$ cat config.mk
export PLATFORM = sky130hd
export DESIGN_NAME = watch_gen2
export DESIGN_NICKNAME = d
export VERILOG_FILES = /design/src/rtl/watch_pkg.sv /design/src/rtl/watch_gen2_tick_gen.sv /design/src/rtl/watch_gen2.sv
export SDC_FILE = /design/constraint.sdc
export NUM_CORES = 1
export LEC_CHECK = 0
export ABC_CLOCK_PERIOD_IN_PS = 7400
export CELL_PAD_IN_SITES_DETAIL_PLACEMENT = 1
export CELL_PAD_IN_SITES_GLOBAL_PLACEMENT = 1
export CORE_MARGIN = 3
export CORE_UTILIZATION = 40
export CTS_BUF_LIST = sky130_fd_sc_hd__clkbuf_4 sky130_fd_sc_hd__clkbuf_8
export DETAILED_ROUTE_END_ITERATION = 7
export PLACE_DENSITY_LB_ADDON = 0.1
export SETUP_SLACK_MARGIN = 0.15
export SLEW_MARGIN = 20
export SYNTH_ARGS = -nofsm -noshare
export SYNTH_HDL_FRONTEND = slang
export SYNTH_SLANG_ARGS = --single-unit
$ cat constraint.sdc
create_clock -name clk -period 7.4 [get_ports clk]
set_input_delay 0.74 -clock clk [delete_from_list [all_inputs] [get_ports clk]]
set_output_delay 0.74 -clock clk [all_outputs]
set_load 0.01 [all_outputs]
$ cat src/rtl/watch_pkg.sv
// Shared types, field limits and the wrapping field-step helper for the watch.
package watch_pkg;

  // The state encoding is also the edit_field output value.
  typedef enum logic [1:0] {
    ST_RUN      = 2'd0,
    ST_SET_SEC  = 2'd1,
    ST_SET_MIN  = 2'd2,
    ST_SET_HOUR = 2'd3
  } state_e;

  localparam logic [1:0] EF_RUN  = 2'd0;
  localparam logic [1:0] EF_SEC  = 2'd1;
  localparam logic [1:0] EF_MIN  = 2'd2;
  localparam logic [1:0] EF_HOUR = 2'd3;

  localparam logic [5:0] SEC_LIM  = 6'd60;
  localparam logic [5:0] MIN_LIM  = 6'd60;
  localparam logic [5:0] HOUR_LIM = 6'd24;

  // One edit step on a field, wrapping inside 0..lim-1; out-of-range values snap back in.
  function automatic logic [5:0] step_field(input logic [5:0] v, input logic [5:0] lim,
                                            input logic up, input logic dn);
    logic [5:0] r;
    r = (v >= lim) ? 6'd0 : v;
    if (up && !dn) begin
      r = (v >= lim - 6'd1) ? 6'd0 : v + 6'd1;
    end else if (dn && !up) begin
      r = (v == 6'd0 || v >= lim) ? lim - 6'd1 : v - 6'd1;
    end
    return r;
  endfunction

endpackage

$ cat src/rtl/watch_gen2_tick_gen.sv
// Clock divider: one-cycle tick every CLK_HZ/TICK_HZ enabled cycles.
// Counter is held at zero while disabled or cleared.
module tick_gen #(
  parameter int CLK_HZ  = 100_000_000,
  parameter int TICK_HZ = 100
) (
  input  logic clk,
  input  logic rst,
  input  logic en,
  input  logic clr,
  output logic tick
);

  localparam int DIV = CLK_HZ / TICK_HZ;
  localparam int W   = (DIV > 1) ? $clog2(DIV) : 1;

  logic [W-1:0] cnt_q;

  assign tick = en && (cnt_q == W'(DIV - 1));

  always_ff @(posedge clk or negedge rst) begin
    if (!rst) begin
      cnt_q <= '0;
    end else if (clr || !en || tick) begin
      cnt_q <= '0;
    end else begin
      cnt_q <= cnt_q + W'(1);
    end
  end

endmodule

$ cat src/rtl/watch_gen2.sv
// Time-of-day watch with a button-driven set mode and 12 h / 24 h display mapping.
module watch_gen2
  import watch_pkg::*;
#(
  parameter int CLK_HZ    = 100_000_000,
  parameter int TICK_HZ   = 100,
  parameter int INIT_HOUR = 12
) (
  input  logic       clk,
  input  logic       rst,
  input  logic [3:0] btn,
  input  logic       select,
  input  logic       mode_12h,
  output logic [6:0] msec,
  output logic [5:0] sec,
  output logic [5:0] min,
  output logic [4:0] hour,
  output logic       pm,
  output logic [1:0] edit_field,
  output logic       day_carry
);

  localparam logic [6:0] MS_MAX = 7'(TICK_HZ - 1);

  state_e     state_q, state_d;
  logic [6:0] msec_q, msec_d;
  logic [5:0] sec_q, sec_d;
  logic [5:0] min_q, min_d;
  logic [4:0] hour_q, hour_d;
  logic       day_carry_q, rollover;
  logic       tick, clr;
  logic       up, dn, lf, rt;

  assign {up, dn, lf, rt} = btn;

  tick_gen #(.CLK_HZ(CLK_HZ), .TICK_HZ(TICK_HZ)) u_tick (
    .clk (clk),
    .rst (rst),
    .en  (state_q == ST_RUN),
    .clr (clr),
    .tick(tick)
  );

  always_comb begin
    state_d  = state_q;
    msec_d   = msec_q;
    sec_d    = sec_q;
    min_d    = min_q;
    hour_d   = hour_q;
    clr      = 1'b0;
    rollover = 1'b0;
    if (state_q == ST_RUN) begin
      if (select) begin
        state_d = ST_SET_SEC;
        msec_d  = '0;
        clr     = 1'b1;
      end else if (tick) begin
        if (msec_q >= MS_MAX) begin
          msec_d = '0;
          if (sec_q >= SEC_LIM - 6'd1) begin
            sec_d = '0;
            if (min_q >= MIN_LIM - 6'd1) begin
              min_d = '0;
              if ({1'b0, hour_q} >= HOUR_LIM - 6'd1) begin
                hour_d   = '0;
                rollover = 1'b1;
              end else begin
                hour_d = hour_q + 5'd1;
              end
            end else begin
              min_d = min_q + 6'd1;
            end
          end else begin
            sec_d = sec_q + 6'd1;
          end
        end else begin
          msec_d = msec_q + 7'd1;
        end
      end
    end else if (!select) begin
      // Leaving set mode wins over any button arriving in the same cycle.
      state_d = ST_RUN;
      clr     = 1'b1;
    end else begin
      unique case (state_q)
        ST_SET_SEC:  sec_d  = step_field(sec_q, SEC_LIM, up, dn);
        ST_SET_MIN:  min_d  = step_field(min_q, MIN_LIM, up, dn);
        ST_SET_HOUR: hour_d = 5'(step_field({1'b0, hour_q}, HOUR_LIM, up, dn));
        default:     ;
      endcase
      if (lf && !rt) begin
        unique case (state_q)
          ST_SET_SEC: state_d = ST_SET_MIN;
          ST_SET_MIN: state_d = ST_SET_HOUR;
          default:    state_d = ST_SET_SEC;
        endcase
      end else if (rt && !lf) begin
        unique case (state_q)
          ST_SET_SEC:  state_d = ST_SET_HOUR;
          ST_SET_HOUR: state_d = ST_SET_MIN;
          default:     state_d = ST_SET_SEC;
        endcase
      end
    end
  end

  always_ff @(posedge clk or negedge rst) begin
    if (!rst) begin
      state_q     <= ST_RUN;
      msec_q      <= '0;
      sec_q       <= '0;
      min_q       <= '0;
      hour_q      <= 5'(INIT_HOUR);
      day_carry_q <= 1'b0;
    end else begin
      state_q     <= state_d;
      msec_q      <= msec_d;
      sec_q       <= sec_d;
      min_q       <= min_d;
      hour_q      <= hour_d;
      day_carry_q <= rollover;
    end
  end

  always_comb begin
    hour = hour_q;
    if (mode_12h) begin
      if (hour_q == 5'd0) begin
        hour = 5'd12;
      end else if (hour_q > 5'd12) begin
        hour = hour_q - 5'd12;
      end
    end
  end

  assign pm         = mode_12h && (hour_q >= 5'd12);
  assign msec       = msec_q;
  assign sec        = sec_q;
  assign min        = min_q;
  assign edit_field = state_q;
  assign day_carry  = day_carry_q;

endmodule

==> metrics.txt <==
status completed; GPL Wtd Cong 0.8013; Slew HR 36.83%; Mapped Nets 421; Synth Cell Area 0.003405 mm^2; vias per cell 5.840; worst stage delay on the critical path 0.72 ns; first-pass GRT wire length 15.95 mm; Residual DRC 0; Pwr Density 346.8 mW/mm^2; slowest CP cell a31oi_1; worst vdd ir 0.1286 mV; Layout area overhead 14.66%; ANT nets after route 0; number of H-tree levels 2; period utilisation layout 45.68%; RSZ-0062 raised after global routing no; cell count after synthesis 388; Congestion Overflow GR 0; Die X 98.26 um; TritonCTS Buffers 5; worst-skew pair later-pin latency 0.30 ns; Max Freq 295.8 MHz; most frequent cells in the layout dfrtp_1, nor2_1, clkdlybuf4s50_1; worst reg2reg path depth 8; Seq/Total Area, Yosys 34.62%; Worst Hold Class reg2reg; startpoint types primary input; Slew @ Worst Pin 0.9432 ns; Synth Warn # 0; Worst Path Required 7.59 ns; CP top delay family compound AO/OA/AOI/OAI gates; post-route minimum period 3.380 ns; Clk pin slew, worst setup/hold paths 0.09 ns; area of the core 0.008258 mm^2; largest net degree at the start of global routing 48; Crit. End Element register; PortBufs 35; Max Slew Vio Count 0; DR WL/cell 17.73 um; final setup fails 0; Synth async-reset ratio 100.0%; Min-Delay Endpoint u_tick.cnt_q[0]; # nets final 445; max-cap violation count 0; most common cell after layout, fill and taps aside dfrtp_1; starting density of the core 41.23%; worst hold stages 1; Post-synth EDFFs 0; Total GRT Usage 19.74%; DRT Pass-1 Iters 4; number of antenna diodes 0; Vias 3025; hold_buf cts 0; Synth Flop Type dfrtp_1; final hold violation count 0; initial drt markers 110; Die H 98.26 um; root buffer cell clkbuf_8; worst hold start u_tick.cnt_q[0]; die area 0.009654 mm^2; Leak 0.001540 uW; #FFs+latches synth 47; Fin Setup TNS 0 ns; CP Class in2reg; CTS tree done; syn avg cell area 8.775 um^2; fraction of layout cells with a size suffix above 1 5.327%; post-layout util 47.27%; clk sinks 47; Crit Path Max Fanout 10; crit path cell chain clkdlybuf4s50_1 -> inv_1 -> a31oi_1 -> o211ai_1 -> or2_0 -> o32a_1; post-DP HPWL 6.774 mm; worst r2r dst min[5]; post-synth cell types 65; FF-to-FF Start edit_field[1]; cts repair resizes 0; num ports 36; site row count 33; Max Root-Sink Buffers 2; Crit path arrival time 3.57 ns; reg2reg setup slack 4.28 ns; initial antenna violation count 0; Bufs and invs on worst path 2; Post-CTS Repair Setup Buffers 0; Routed WL 9.184 mm; clock skew after layout 0.006213 ns; vias in the first global route 3135
==> worst max path at each step <==
stage / cells after the start / start / slack, ns / endpoint
floorplan: 10 / edit_field[0] / 4.75 / min[5]
global placement: 6 / select / 3.82 / sec[3]
detailed placement: 6 / select / 3.71 / sec[3]
CTS: 6 / select / 4.04 / sec[3]
global route: 6 / select / 3.80 / sec[3]
finish: 6 / select / 4.02 / sec[3]
==> sequential cells by signal, indices dropped and copies added, names as in the netlist <==
signal        cells
day_carry         1
min               6
sec               6
msec              7
edit_field        2
u_tick.cnt_q     20
hour_q            5
==> area by class of cell <==
type	instances	area, um^2
inverters	22	82.58
flip-flops and latches	47	1179
fillers	977	4354
multi-input cells	300	2043
clock inverters	3	46.29
well taps	105	131.4
repair buffers	36	352.8
clock buffers	5	68.82
==> power by group <==
part / switching [uW] / total [uW] / internal, uW
clock network: 95.5 / 197 / 102
logic: 390 / 702 / 312
registers: 135 / 454 / 320
total: 620 / 1350 / 734
==> stage by stage <==
stage | setup slack [ns] | hold WS (ns) | power, uW | instances | instance area [um^2]
after CTS | 4.043 | 0.5102 | 1369 | 518 | 3904
after global routing | 3.796 | 0.5402 | 1475 | 518 | 3904
after global placement | 3.815 | 0.4773 | 1151 | 510 | 3789
after floorplan | 4.754 | 0.4444 | 886.2 | 388 | 3405
final | 4.020 | 0.5045 | 1354 | 518 | 3904
after detailed placement | 3.715 | 0.4970 | 1165 | 510 | 3789
==> kinds of logic after synthesis <==
| group | after synthesis | share of synthesized area [%] |
|---|---|---|
| XOR/XNOR | 23 | 5.917 |
| adder cells (fa/ha/maj) | 25 | 9.188 |
| AO/OA/AOI/OAI | 110 | 21.98 |
| buffers and inverters | 41 | 5.366 |
| multiplexers | 3 | 0.9555 |
| AND/OR/NAND/NOR | 139 | 21.98 |
| flip-flops | 47 | 34.62 |
==> cells in the mapped netlist (4+ instances only) <==
cell type | n | area, um^2
ha_1 | 25 | 312.8
o22ai_1 | 5 | 31.28
nand3_1 | 16 | 80.08
nand4_1 | 10 | 62.56
a21oi_1 | 25 | 125.1
nand2_1 | 19 | 71.32
nor4_1 | 4 | 25.02
xor2_1 | 11 | 96.34
nor3b_1 | 6 | 45.04
o21ai_0 | 8 | 40.04
o21ai_1 | 11 | 55.05
and2_1 | 9 | 56.30
nor2_1 | 37 | 138.9
a211oi_1 | 8 | 60.06
or3_1 | 6 | 37.54
clkbuf_1 | 13 | 48.80
dfrtp_1 | 45 | 1126
o22a_1 | 4 | 35.03
xnor2_1 | 12 | 105.1
nor3_1 | 11 | 55.05
inv_1 | 22 | 82.58
o31ai_1 | 17 | 127.6
==> layer usage <==
| layer | wire length [um] | vias up | global-route usage (%) |
|---|---|---|---|
| met2 | 4467 | 45 | 32.30 |
| met1 | 4426 | 1503 | 28.36 |
| met5 | 0 | - | 0 |
| met4 | 68 | 0 | 3.887 |
| met3 | 222 | 6 | 2.286 |
| li1 | - | 1471 | - |
==> worst reg2reg max path, delay by kind of cell (launching register included) <==
kind	cells	cell delay [ns]
compound gates	2	0.70
fa+ha+maj	2	0.70
buf+inv	2	0.45
flops	1	0.49
simple gates	2	0.67
Power figures use the tool's default switching activity.
